==> config.mk <==
export PLATFORM = sky130hd
export DESIGN_NAME = if_fetch
export DESIGN_NICKNAME = d
export VERILOG_FILES = /design/src/rtl/if_fetch.sv
export SDC_FILE = /design/constraint.sdc
export NUM_CORES = 1
export LEC_CHECK = 0
export CAP_MARGIN = 20
export CORE_MARGIN = 1
export CORE_UTILIZATION = 40
export CTS_CLUSTER_SIZE = 8
export DETAILED_ROUTE_END_ITERATION = 10
export PLACE_DENSITY = 0.65
export SLEW_MARGIN = 20
export SYNTH_ARGS = -nofsm -noshare
export SYNTH_HDL_FRONTEND = slang
export SYNTH_SLANG_ARGS = --single-unit
==> constraint.sdc <==
create_clock -name clk -period 2.6 [get_ports clk]
set_input_delay 0.78 -clock clk [delete_from_list [all_inputs] [get_ports clk]]
set_output_delay 0.78 -clock clk [all_outputs]
set_load 0.03 [all_outputs]
==> src/rtl/if_fetch.sv <==
// rtl/if_fetch.sv - instruction-fetch stage: one-outstanding SRAM-like inst bus, 1-entry skid buffer,
// branch/flush redirect handling and misaligned-PC error words.
module if_fetch #(
   parameter logic [31:0] RESET_PC = 32'hBFC0_0000
) (
   input  logic        clk,
   input  logic        resetn,
   input  logic        if_id_stall,
   input  logic        if_id_refresh,
   input  logic [31:0] flush_pc,
   input  logic        br_redirect,
   input  logic [31:0] br_slot_pc,
   input  logic [31:0] br_target,
   output logic        inst_req,
   output logic [31:0] inst_addr,
   input  logic        inst_addr_ok,
   input  logic        inst_data_ok,
   input  logic [31:0] inst_rdata,
   output logic        id_inst_req,
   output logic        if_valid,
   output logic [31:0] if_pc,
   output logic [31:0] if_inst,
   output logic        if_adel
);

   typedef enum logic {S_REQ = 1'b0, S_WAIT = 1'b1} state_t;

   state_t      state_q, state_d;
   logic [31:0] fetch_pc_q, fetch_pc_d;
   logic [31:0] fly_pc_q, fly_pc_d;
   logic        pend_v_q, pend_v_d;
   logic [31:0] pend_pc_q, pend_pc_d;
   logic        cancel_q, cancel_d;
   logic        br_v_q, br_v_d;
   logic [31:0] br_tgt_q, br_tgt_d;
   logic        stop_q, stop_d;
   logic        if_valid_q, if_valid_d;
   logic [31:0] if_pc_q, if_pc_d;
   logic [31:0] if_inst_q, if_inst_d;
   logic        if_adel_q, if_adel_d;
   logic        buf_v_q, buf_v_d;
   logic [31:0] buf_pc_q, buf_pc_d;
   logic [31:0] buf_inst_q, buf_inst_d;
   logic        buf_adel_q, buf_adel_d;

   logic        aligned, req_up, addr_acc;
   logic        br_act, out_hit, buf_hit, fly_hit, br_none;
   logic        kill_fly, retarget, drop_buf;
   logic [31:0] new_pc;
   logic        br_v_eff;
   logic [31:0] br_tgt_eff;
   logic        data_acc, adel_go, in_v, in_adel;
   logic [31:0] in_pc, in_inst;

   assign aligned  = (fetch_pc_q[1:0] == 2'b00);
   assign req_up   = (state_q == S_REQ) && !buf_v_q && aligned;
   assign addr_acc = req_up && inst_addr_ok;

   // The delay slot is searched oldest-first: output, buffer, in-flight; anything younger is dropped.
   assign br_act   = br_redirect && !if_id_refresh;
   assign out_hit  = if_valid_q && (if_pc_q == br_slot_pc);
   assign buf_hit  = !out_hit && buf_v_q && (buf_pc_q == br_slot_pc);
   assign fly_hit  = !out_hit && !buf_hit && (state_q == S_WAIT) && !cancel_q && (fly_pc_q == br_slot_pc);
   assign br_none  = br_act && !out_hit && !buf_hit && !fly_hit;
   assign kill_fly = if_id_refresh || (br_act && (out_hit || buf_hit));
   assign retarget = if_id_refresh || (br_act && !br_none);
   assign drop_buf = br_act && out_hit;
   assign new_pc   = if_id_refresh ? flush_pc : br_target;

   assign br_v_eff   = br_none ? 1'b1 : br_v_q;
   assign br_tgt_eff = br_none ? br_target : br_tgt_q;

   assign data_acc = (state_q == S_WAIT) && inst_data_ok && !cancel_q && !kill_fly;
   assign adel_go  = (state_q == S_REQ) && !buf_v_q && !aligned && !stop_q && !if_id_refresh && !br_act;
   assign in_v     = data_acc || adel_go;
   assign in_pc    = data_acc ? fly_pc_q : fetch_pc_q;
   assign in_inst  = data_acc ? inst_rdata : 32'h0;
   assign in_adel  = !data_acc;

   always_comb begin
      state_d    = state_q;
      fetch_pc_d = fetch_pc_q;
      fly_pc_d   = fly_pc_q;
      pend_v_d   = pend_v_q;
      pend_pc_d  = pend_pc_q;
      cancel_d   = cancel_q;
      br_v_d     = br_v_eff;
      br_tgt_d   = br_tgt_eff;
      stop_d     = stop_q;
      if (adel_go) stop_d = 1'b1;
      if (retarget) begin
         stop_d = 1'b0;
         br_v_d = 1'b0;
      end
      case (state_q)
         S_REQ: begin
            if (addr_acc) begin
               state_d  = S_WAIT;
               fly_pc_d = fetch_pc_q;
               pend_v_d = 1'b0;
               if (retarget) begin
                  fetch_pc_d = new_pc;
                  cancel_d   = 1'b1;
               end else if (pend_v_q) begin
                  fetch_pc_d = pend_pc_q;
                  br_v_d     = 1'b0;
               end else if (br_v_eff) begin
                  fetch_pc_d = br_tgt_eff;
                  br_v_d     = 1'b0;
               end else begin
                  fetch_pc_d = fetch_pc_q + 32'd4;
               end
            end else if (req_up) begin
               // The address on the bus must not change until accepted; redirect after it.
               if (retarget) begin
                  pend_v_d  = 1'b1;
                  pend_pc_d = new_pc;
                  cancel_d  = 1'b1;
               end
            end else if (retarget) begin
               fetch_pc_d = new_pc;
               pend_v_d   = 1'b0;
            end
         end
         S_WAIT: begin
            if (retarget) fetch_pc_d = new_pc;
            if (inst_data_ok) begin
               state_d  = S_REQ;
               cancel_d = 1'b0;
            end else if (kill_fly) begin
               cancel_d = 1'b1;
            end
         end
      endcase
   end

   always_comb begin
      if_valid_d = if_valid_q;
      if_pc_d    = if_pc_q;
      if_inst_d  = if_inst_q;
      if_adel_d  = if_adel_q;
      buf_v_d    = buf_v_q;
      buf_pc_d   = buf_pc_q;
      buf_inst_d = buf_inst_q;
      buf_adel_d = buf_adel_q;
      if (if_id_refresh) begin
         if_valid_d = 1'b0;
         buf_v_d    = 1'b0;
      end else if (!if_id_stall) begin
         buf_v_d = 1'b0;
         if (buf_v_q && !drop_buf) begin
            if_valid_d = 1'b1;
            if_pc_d    = buf_pc_q;
            if_inst_d  = buf_inst_q;
            if_adel_d  = buf_adel_q;
         end else if (in_v) begin
            if_valid_d = 1'b1;
            if_pc_d    = in_pc;
            if_inst_d  = in_inst;
            if_adel_d  = in_adel;
         end else begin
            if_valid_d = 1'b0;
         end
      end else if (in_v) begin
         if (!if_valid_q) begin
            if_valid_d = 1'b1;
            if_pc_d    = in_pc;
            if_inst_d  = in_inst;
            if_adel_d  = in_adel;
         end else begin
            buf_v_d    = 1'b1;
            buf_pc_d   = in_pc;
            buf_inst_d = in_inst;
            buf_adel_d = in_adel;
         end
      end
   end

   always_ff @(posedge clk or negedge resetn) begin
      if (!resetn) begin
         state_q    <= S_REQ;
         fetch_pc_q <= RESET_PC;
         fly_pc_q   <= 32'h0;
         pend_v_q   <= 1'b0;
         pend_pc_q  <= 32'h0;
         cancel_q   <= 1'b0;
         br_v_q     <= 1'b0;
         br_tgt_q   <= 32'h0;
         stop_q     <= 1'b0;
         if_valid_q <= 1'b0;
         if_pc_q    <= 32'h0;
         if_inst_q  <= 32'h0;
         if_adel_q  <= 1'b0;
         buf_v_q    <= 1'b0;
         buf_pc_q   <= 32'h0;
         buf_inst_q <= 32'h0;
         buf_adel_q <= 1'b0;
      end else begin
         state_q    <= state_d;
         fetch_pc_q <= fetch_pc_d;
         fly_pc_q   <= fly_pc_d;
         pend_v_q   <= pend_v_d;
         pend_pc_q  <= pend_pc_d;
         cancel_q   <= cancel_d;
         br_v_q     <= br_v_d;
         br_tgt_q   <= br_tgt_d;
         stop_q     <= stop_d;
         if_valid_q <= if_valid_d;
         if_pc_q    <= if_pc_d;
         if_inst_q  <= if_inst_d;
         if_adel_q  <= if_adel_d;
         buf_v_q    <= buf_v_d;
         buf_pc_q   <= buf_pc_d;
         buf_inst_q <= buf_inst_d;
         buf_adel_q <= buf_adel_d;
      end
   end

   // Request is held low while reset is asserted.
   assign inst_req    = resetn && req_up;
   assign inst_addr   = fetch_pc_q;
   assign id_inst_req = (state_q == S_WAIT);
   assign if_valid    = if_valid_q;
   assign if_pc       = if_pc_q;
   assign if_inst     = if_inst_q;
   assign if_adel     = if_adel_q;

endmodule
==> key figures, run 1 <==
Detailed routing
  • Vias per std cell: about 5.8
  • Routed WL per cell: approximately 24 microns
  • ANT nets after route: 0
  • Total wire length: roughly 59000 microns
  • 1st-pass router iterations: 5
  • DR vias: approximately 15000
  • Remaining DRCs: 0
  • Initial DRC Count: approximately 1400

Worst setup path
  • CP arrival: around 3.4 ns
  • Worst r2r src: buf_pc_q[25]
  • Worst setup SP type: primary input
  • CP Capture Type: flop
  • Worst R2R Path Depth: 14
  • Highest net fanout along the worst path: 8
  • Crit Reg-Reg Endpoint: inst_addr[10]
  • Kind of critical path: in -> reg
  • Register-to-Register Setup Slack: -0.37 ns
  • Req. time, crit path: about 3.0 ns

STA
  • RSZ-0062 raised after global routing: true
  • Final Skew: between 0.015 and 0.02 ns
  • # setup viols final: 202
  • Worst setup margin: -0.374 ns
  • Final Hold Viols: 0
  • Max-slew violation count: 0
  • Worst Hold Slack: between 0.3 and 0.4 ns
  • Period utilization: 114%
  • Worst-margin pin slew: between 0.9 and 1 ns
  • Post-layout minimum cycle time: roughly 3.0 ns
  • Setup TNS: -54.50 ns
  • Max Fclk: 336 MHz
  • Worst slew margin: approximately 36%

Placement
  • Placed cells: around 2400
  • GPL Wtd Cong: approximately 0.95
  • Port bufs: between 200 and 250
  • Post-DP HPWL: around 35000 microns

Synthesis
  • Area contributors post-synth: dfrtp_1, nand2_1, mux2i_1
  • Synth top area share: approximately 46%
  • Ys async rst share: 100%
  • Average size of a mapped cell: roughly 9.3 sq um
  • Flops & latches, synth: 265
  • Ys Warns: 0
  • Dominant cell type by area after synthesis: dfrtp_1
  • Synth unique cells: 68
  • Syn Inst Count: ~1500
  • Mapped Nets: around 1600
  • Synth Flop Type: dfrtp_1
  • Post-synthesis sequential area ratio: slightly below 50%
  • Number of synthesized flops with an enable pin: 0
  • Synth Cell Area: between 10000 and 15000 sq um

Finish
  • Most frequent cells in the layout: buf_4, dfrtp_1, nand2_1, clkdlybuf4s50_1, nor2_1
  • Commonest non-fill, non-tap cell in the layout: buf_4
  • Synthesis-to-finish area growth: 69.9%
  • Non-filler instance count after layout: around 2500
  • Nets@finish: 2173
  • Share of post-route cells with drive strength above 1: 42.7%

Clock tree
  • Clock Latency Late Sink: between 0.5 and 0.6 ns
  • CTS tree: built
  • Htree depth: 2
  • Clk buf depth: 3
  • Clock sinks: between 200 and 300
  • Root Buffer: clkbuf_16
  • Num CTS Buffers: 39
  • Clk slew on worst S/H paths: ~0.050 ns

Global routing
  • Pin count of the biggest net entering global routing: 113
  • First-pass GRT wire length: 83300 microns
  • GRT Residual Overflow: 0
  • Vias in the first global route: 14000
  • Gr usage total: 30.4%
  • Initial antenna violation count: 1

Min path
  • HP Class: in -> async

Pwr
  • Total power per unit cell area: between 1000 and 1500 nW/um^2
  • Max VDD drop: 0.000592 V
  • Leak: between 10 and 15 nW

Floorplanning
  • Die Area: about 35000 sq um
  • Initial Utilization: roughly two fifths
  • Core ar.: between 30000 and 40000 sq um
  • Standard-cell rows: 67
  • Chip height: between 150 and 200 microns
  • I/O pins: around 240
  • Die width: 188 microns

Outcome
  • Failing checks: setup timing
  • Status: finished with violations

Run
  • Max-cap violations: 0
## per-layer routing
metal  up-vias  wire length [microns]  global-route usage [%]  part of all wire, %
li1       6323                      -                       -                    -
met1      7130                  23400                    41.8                   40
met2       861                  28100                    48.8                   47
met3       207                   4860                    4.55                  8.2
met4         0                   2820                    11.2                  4.8
met5         -                      0                       0                    0
## Yosys cell counts (6+ instances only)
| library cell | count |
|---|---|
| nand2_1 | 329 |
| dfrtp_1 | 256 |
| nor2_1 | 135 |
| o21ai_0 | 130 |
| xor2_1 | 75 |
| mux2i_1 | 68 |
| clkbuf_1 | 61 |
| a221o_1 | 43 |
| xnor2_1 | 43 |
| a211oi_1 | 34 |
| mux2_2 | 30 |
| nor4_1 | 28 |
| a21oi_1 | 24 |
| buf_2 | 24 |
| nand3_1 | 22 |
| a221oi_1 | 13 |
| inv_1 | 12 |
| nand4_1 | 12 |
| o22ai_1 | 12 |
| and3_1 | 11 |
| nor3_1 | 11 |
| dfstp_2 | 9 |
| o211ai_1 | 8 |
| a31oi_1 | 6 |
| nand2b_1 | 6 |
| or4_1 | 6 |
## registers in the layout (all words and copies together) (netlist names), 32 cells and up
signal      flops
br_tgt_q       32
buf_inst_q     32
buf_pc_q       32
fly_pc_q       32
if_inst        32
if_pc          32
inst_addr      32
pend_pc_q      32
## worst max-delay path, stage by stage
cell and delay, ns:
buf_4 0.15, xor2_4 0.19, nor4_4 0.34, buf_4 0.18, nand2_4 0.04, nor4_4 0.30, buf_4 0.16, o21a_4 0.14
buf_6 0.12, o21ai_4 0.06, or3b_4 0.35, clkbuf_16 0.23, nor2_2 0.05, a221o_1 0.27
## final cells by class
class	count	area, sq um
fillers	2412	10300
well taps	448	561
repair buffers	603	6120
clock buffers	55	1070
clock inverters	3	30.0
inverters	12	45.0
flip-flops and latches	265	6650
diodes	2	5.00
multi-input cells	1116	8990
## how the worst max path moves through the flow
stage,start,to
floorplan,br_slot_pc[14],inst_addr[21]
global placement,br_slot_pc[0],if_inst[8]
detailed placement,br_slot_pc[10],if_inst[8]
CTS,buf_pc_q[7],inst_addr[2]
global route,if_pc[28],if_pc[6]
finish,br_slot_pc[28],if_pc[6]
## logic make-up (layout without fill, tap and decap cells)
family	count (synthesis)	in the layout	share of synthesized area (%)
AO/OA/AOI/OAI	310	311	15.3
other	0	2	0
buffers and inverters	108	673	3.40
AND/OR/NAND/NOR	585	588	18.3
flip-flops	265	265	48.1
adder cells (fa/ha/maj)	1	1	0.0906
XOR/XNOR	118	118	7.48
multiplexers	98	98	7.38
## power breakdown
part / internal (W) / switching [W]
Sequential: 0.00560 / 0.00155
Combinational: 0.00560 / 0.00615
Clock: 0.00282 / 0.00190
Total: 0.0140 / 0.00960
## through the flow
| stage | utilization, % | power, W | area, sq um | worst slack [ns] |
|---|---|---|---|---|
| final | 69.5 | 0.0236 | 23500 | -0.374 |
| after global routing | 69.5 | 0.0246 | 23500 | -0.473 |
| after CTS | 64.1 | 0.0222 | 21600 | -0.260 |
| after detailed placement | 55.7 | 0.0165 | 18800 | -1.65 |
| after global placement | 55.7 | 0.0163 | 18800 | -1.62 |
| after floorplan | - | 0.0115 | 14100 | -0.239 |
## repair_timing
item / 4_1_cts / 5_1_grt
hold buffers: 0 / 0
cloned: 16 / 24
pin swaps: 96 / 106
setup endpoints to repair: 248 / 230
setup buffers: 44 / 24
gates resized for setup: 408 / 384
Power figures use the tool's default switching activity.
==> run 2, diff against run 1 <==
- ABC_AREA: default -> 1
- PLACE_DENSITY: 0.65 -> default
- clock period: 2.6 -> 3.65 ns (I/O delays scaled with it)
==> run 2 against run 1 <==
Effect of this change:
- the flow now finishes without violations
- routed wire length increased by 4.7%
- first-iteration DRC count fell by 4.7%
- sequential share of layout area grew 3.1 points
- power down 43%
- non-clock buffer count decreased by 239
- setup slack gained 0.63 ns
- critical endpoint is now if_pc[0]
- largest power group unchanged
==> key figures, run 2 <==
Outcome
  • Status: complete, no violations (was finished with violations)

Floorplanning
  • Initial Utilization: 40.9% (about the same)
  • Standard-cell rows: 73 (was 67)
  • Chip height: 204 microns (was 188 microns)
  • I/O pins: 235 (unchanged)
  • Die Area: 41700 sq um (was 35300 sq um)
  • Core ar.: 40000 sq um (was 33800 sq um)
  • Die width: 204 microns (was 188 microns)

Detailed routing
  • Vias per std cell: 5.17 (was 5.80)
  • Remaining DRCs: 0 (unchanged)
  • ANT nets after route: 0 (unchanged)
  • Routed WL per cell: 18.9 microns (was 23.6 microns)
  • Initial DRC Count: 1314 (was 1379)
  • DR vias: 17000 (was 14500)
  • Total wire length: 62000 microns (was 59200 microns)
  • 1st-pass router iterations: 5 (unchanged)

Synthesis
  • Average size of a mapped cell: 6.60 sq um (was 9.30 sq um)
  • Syn Inst Count: 2477 (was 1485)
  • Synth unique cells: 41 (was 68)
  • Ys async rst share: 100% (unchanged)
  • Synth Flop Type: dfrtp_1 (unchanged)
  • Post-synthesis sequential area ratio: 40.6% (was 48.1%)
  • Ys Warns: 0 (unchanged)
  • Synth Cell Area: 16400 sq um (was 13800 sq um)
  • Dominant cell type by area after synthesis: dfrtp_1 (unchanged)
  • Flops & latches, synth: 265 (unchanged)
  • Mapped Nets: 2613 (was 1621)
  • Top-count cell post-synth: nand2_1 (unchanged)
  • Commonest cells post-synth: nand2_1, dfrtp_1, inv_1 (was nand2_1, dfrtp_1, nor2_1)
  • Number of synthesized flops with an enable pin: 0 (unchanged)
  • Synth top area share: 39.2% (was 46.4%)
  • Area contributors post-synth: dfrtp_1, nand2_1, inv_1 (was dfrtp_1, nand2_1, mux2i_1)

Finish
  • Synthesis-to-finish area growth: 29.2% (was 69.9%)
  • Commonest non-fill, non-tap cell in the layout: nand2_1 (was buf_4)
  • Share of post-route cells with drive strength above 1: 8.55% (was 42.7%)
  • Core Util, Final: 52.8% (was 69.5%)
  • Nets@finish: 2882 (was 2173)
  • # diodes: 0 (was 2)
  • Most frequent cells in the layout: nand2_1, dfrtp_1, inv_1, clkdlybuf4s50_1, nor2_1 (was buf_4, dfrtp_1, nand2_1, clkdlybuf4s50_1, nor2_1)
  • Non-filler instance count after layout: 3284 (was 2504)

Global routing
  • GRT Residual Overflow: 0 (unchanged)
  • Gr usage total: 30.3% (was 30.4%)
  • Most used routing layer in global routing: met2 (unchanged)
  • Vias in the first global route: 16700 (was 14000)
  • GRT met2 Usage: 47.6% (was 48.8%)
  • Initial antenna violation count: 1 (unchanged)
  • Pin count of the biggest net entering global routing: 109 (was 113)
  • Met1 Usage GRT: 42.6% (was 41.8%)
  • First-pass GRT wire length: 96700 microns (was 83300 microns)
  • M3 GR Usage: 3.64% (was 4.55%)

Pwr
  • Total power per unit cell area: 637 nW/um^2 (was 1010 nW/um^2)
  • Leak: 11.0 nW (was 10.5 nW)
  • Max VDD drop: 0.000290 V (was 0.000592 V)
  • Total power: 0.0135 W (was 0.0236 W)

Worst setup path
  • CP dominant cell by count: nand2_1 (was buf_4)
  • Top delay family on crit path: simple AND/OR/NAND/NOR gates (unchanged)
  • CP arrival: 3.83 ns (was 3.38 ns)
  • Largest stage delay, worst path: 0.59 ns (was 0.35 ns)
  • CP bufs+invs: 3 (was 5)
  • CP Capture Type: flop (unchanged)
  • Kind of critical path: in -> reg (unchanged)
  • CP max-delay cell: clkdlybuf4s50_1 (was or3b_4)
  • Highest net fanout along the worst path: 43 (was 8)
  • Worst setup SP type: primary input (unchanged)
  • CP Cell Sequence: clkdlybuf4s50_1 > xnor2_2 > nor2b_1 > nand3_1 > nor2_1 > nand3_1 > nand2_1 > nand2_2 > nand3_2 > buf_4 > nand3_1 > nand2_1 > nor2_4 > buf_12 > nand2_1 > nand2_1 (was buf_4 > xor2_4 > nor4_4 > buf_4 > nand2_4 > nor4_4 > buf_4 > o21a_4 > buf_6 > o21ai_4 > or3b_4 > clkbuf_16 > nor2_2 > a221o_1)
  • Req. time, crit path: 4.09 ns (was 3.01 ns)

STA
  • Max Fclk: approximately 300 MHz
  • Final Hold Viols: 0 (unchanged)
  • Post-layout minimum cycle time: about 3.4 ns
  • Worst setup margin: 0.254 ns (was -0.374 ns)
  • Final Skew: 0.0141 ns (was 0.0175 ns)
  • Worst Hold Slack: 0.466 ns (was 0.321 ns)
  • Worst-margin pin slew: 1.13 ns (was 0.962 ns)
  • Worst slew margin: 24.7% (was 35.7%)
  • Max-slew violation count: 0 (unchanged)
  • # setup viols final: 0 (was 202)
  • Period utilization: 93.0%
  • RSZ-0062 raised after global routing: false (was true)

Clock tree
  • CTS tree: built (unchanged)
  • Postcts setup bufs: 0 (was 44)
  • Root Buffer: clkbuf_16 (unchanged)
  • Clock sinks: 265 (unchanged)
  • Clock Latency Late Sink: 0.56 ns (was 0.53 ns)
  • Clk slew on worst S/H paths: 0.05 ns (about the same)
  • Clk buf depth: 3 (unchanged)
  • Htree depth: 2 (unchanged)
  • Num CTS Buffers: 39 (unchanged)
  • Hold_buf cts: 0 (unchanged)

Placement
  • Placed cells: 3230 (was 2351)
  • Port bufs: 234 (unchanged)
  • Post-DP HPWL: 44700 microns (was 35500 microns)
  • DP Worst Slack: -0.409 ns (was -1.65 ns)
  • GPL Wtd Cong: 0.976 (was 0.954)

Run
  • Max-cap violations: 0 (unchanged)

Min path
  • HP Class: reg -> reg (was in -> async)
-- run 2: changes by cell type after synthesis, sizes merged, moves of 77 or more --
cell	previous run	this run
nand2	330	992
inv	12	275
a21oi	25	164
nor2	136	233
nand4	12	91
nand3	22	99
-- run 2: worst min-delay path: cells and delay by family (launching register included) --
kind | cells | cell delay (ns)
flip-flops | 1 | 0.34
AND/OR/NAND/NOR | 2 | 0.10
-- run 2: metrics by stage --
step	setup TNS, ns	instance area, sq um
4_1_cts	0	21100
3_5_place_dp	-60.81	20000
5_1_grt	0	21100
6_report	0	21100
2_1_floorplan	0	16400
3_3_place_gp	-66.38	20000
-- run 2: cell families (layout without fill, tap and decap cells) --
group | count (synthesis) | after routing | synth area share (%)
xor gates and xnor gates | 43 | 43 | 2.30
buffers and inverters | 413 | 695 | 10.3
and+or+nand+nor | 1445 | 1445 | 36.1
AOI/OAI and AO/OA | 310 | 310 | 10.6
DFF | 265 | 265 | 40.6
adders and majority gates | 1 | 1 | 0.0765
-- run 2: routing by layer --
layer,vias to the layer above,part of all wire [%],wire (microns)
met2,579,45,28000
li1,8275,-,-
met3,105,5.9,3630
met5,-,0,0
met1,8032,46,28300
met4,0,3.3,2030
-- run 2: report_power, final --
| group | total (W) | leakage [nW] | internal (W) | switching (W) |
|---|---|---|---|---|
| clock | 0.00335 | 0.527 | 0.00199 | 0.00136 |
| combinational | 0.00525 | 7.30 | 0.00199 | 0.00326 |
| sequential | 0.00486 | 3.13 | 0.00385 | 0.00101 |
| total | 0.0135 | 11.0 | 0.00783 | 0.00563 |
-- run 2: final timing paths --
check | start | cells past startpoint | to | slack, ns
worst max-delay path | br_slot_pc[6] | 16 | if_pc[0] | 0.25
worst min-delay path | if_inst[18] | 2 | if_inst[18] | 0.47
worst max register to register | inst_addr[3] | 12 | inst_addr[18] | 0.92
worst min register to register | if_inst[18] | 2 | if_inst[18] | 0.47
max in group asynchronous | resetn | 3 | fly_pc_q[20] | 1.68
min in group asynchronous | resetn | 2 | if_pc[3] | 0.61
-- run 2: area by class of cell --
| type | count | area [sq um] |
|---|---|---|
| timing repair buffer | 364 | 3630 |
| tap | 525 | 657 |
| clock inverter | 3 | 30.0 |
| multi-input combinational | 1799 | 8070 |
| sequential | 265 | 6640 |
| fill | 4028 | 18900 |
| inverter | 277 | 1040 |
| clock buffer | 51 | 1050 |
-- run 2: timing repair --
action                                 in CTS  in global routing
endpoints found under the hold margin       0                  0
setup endpoints to repair                   0                 17
resized for setup                           0                  1
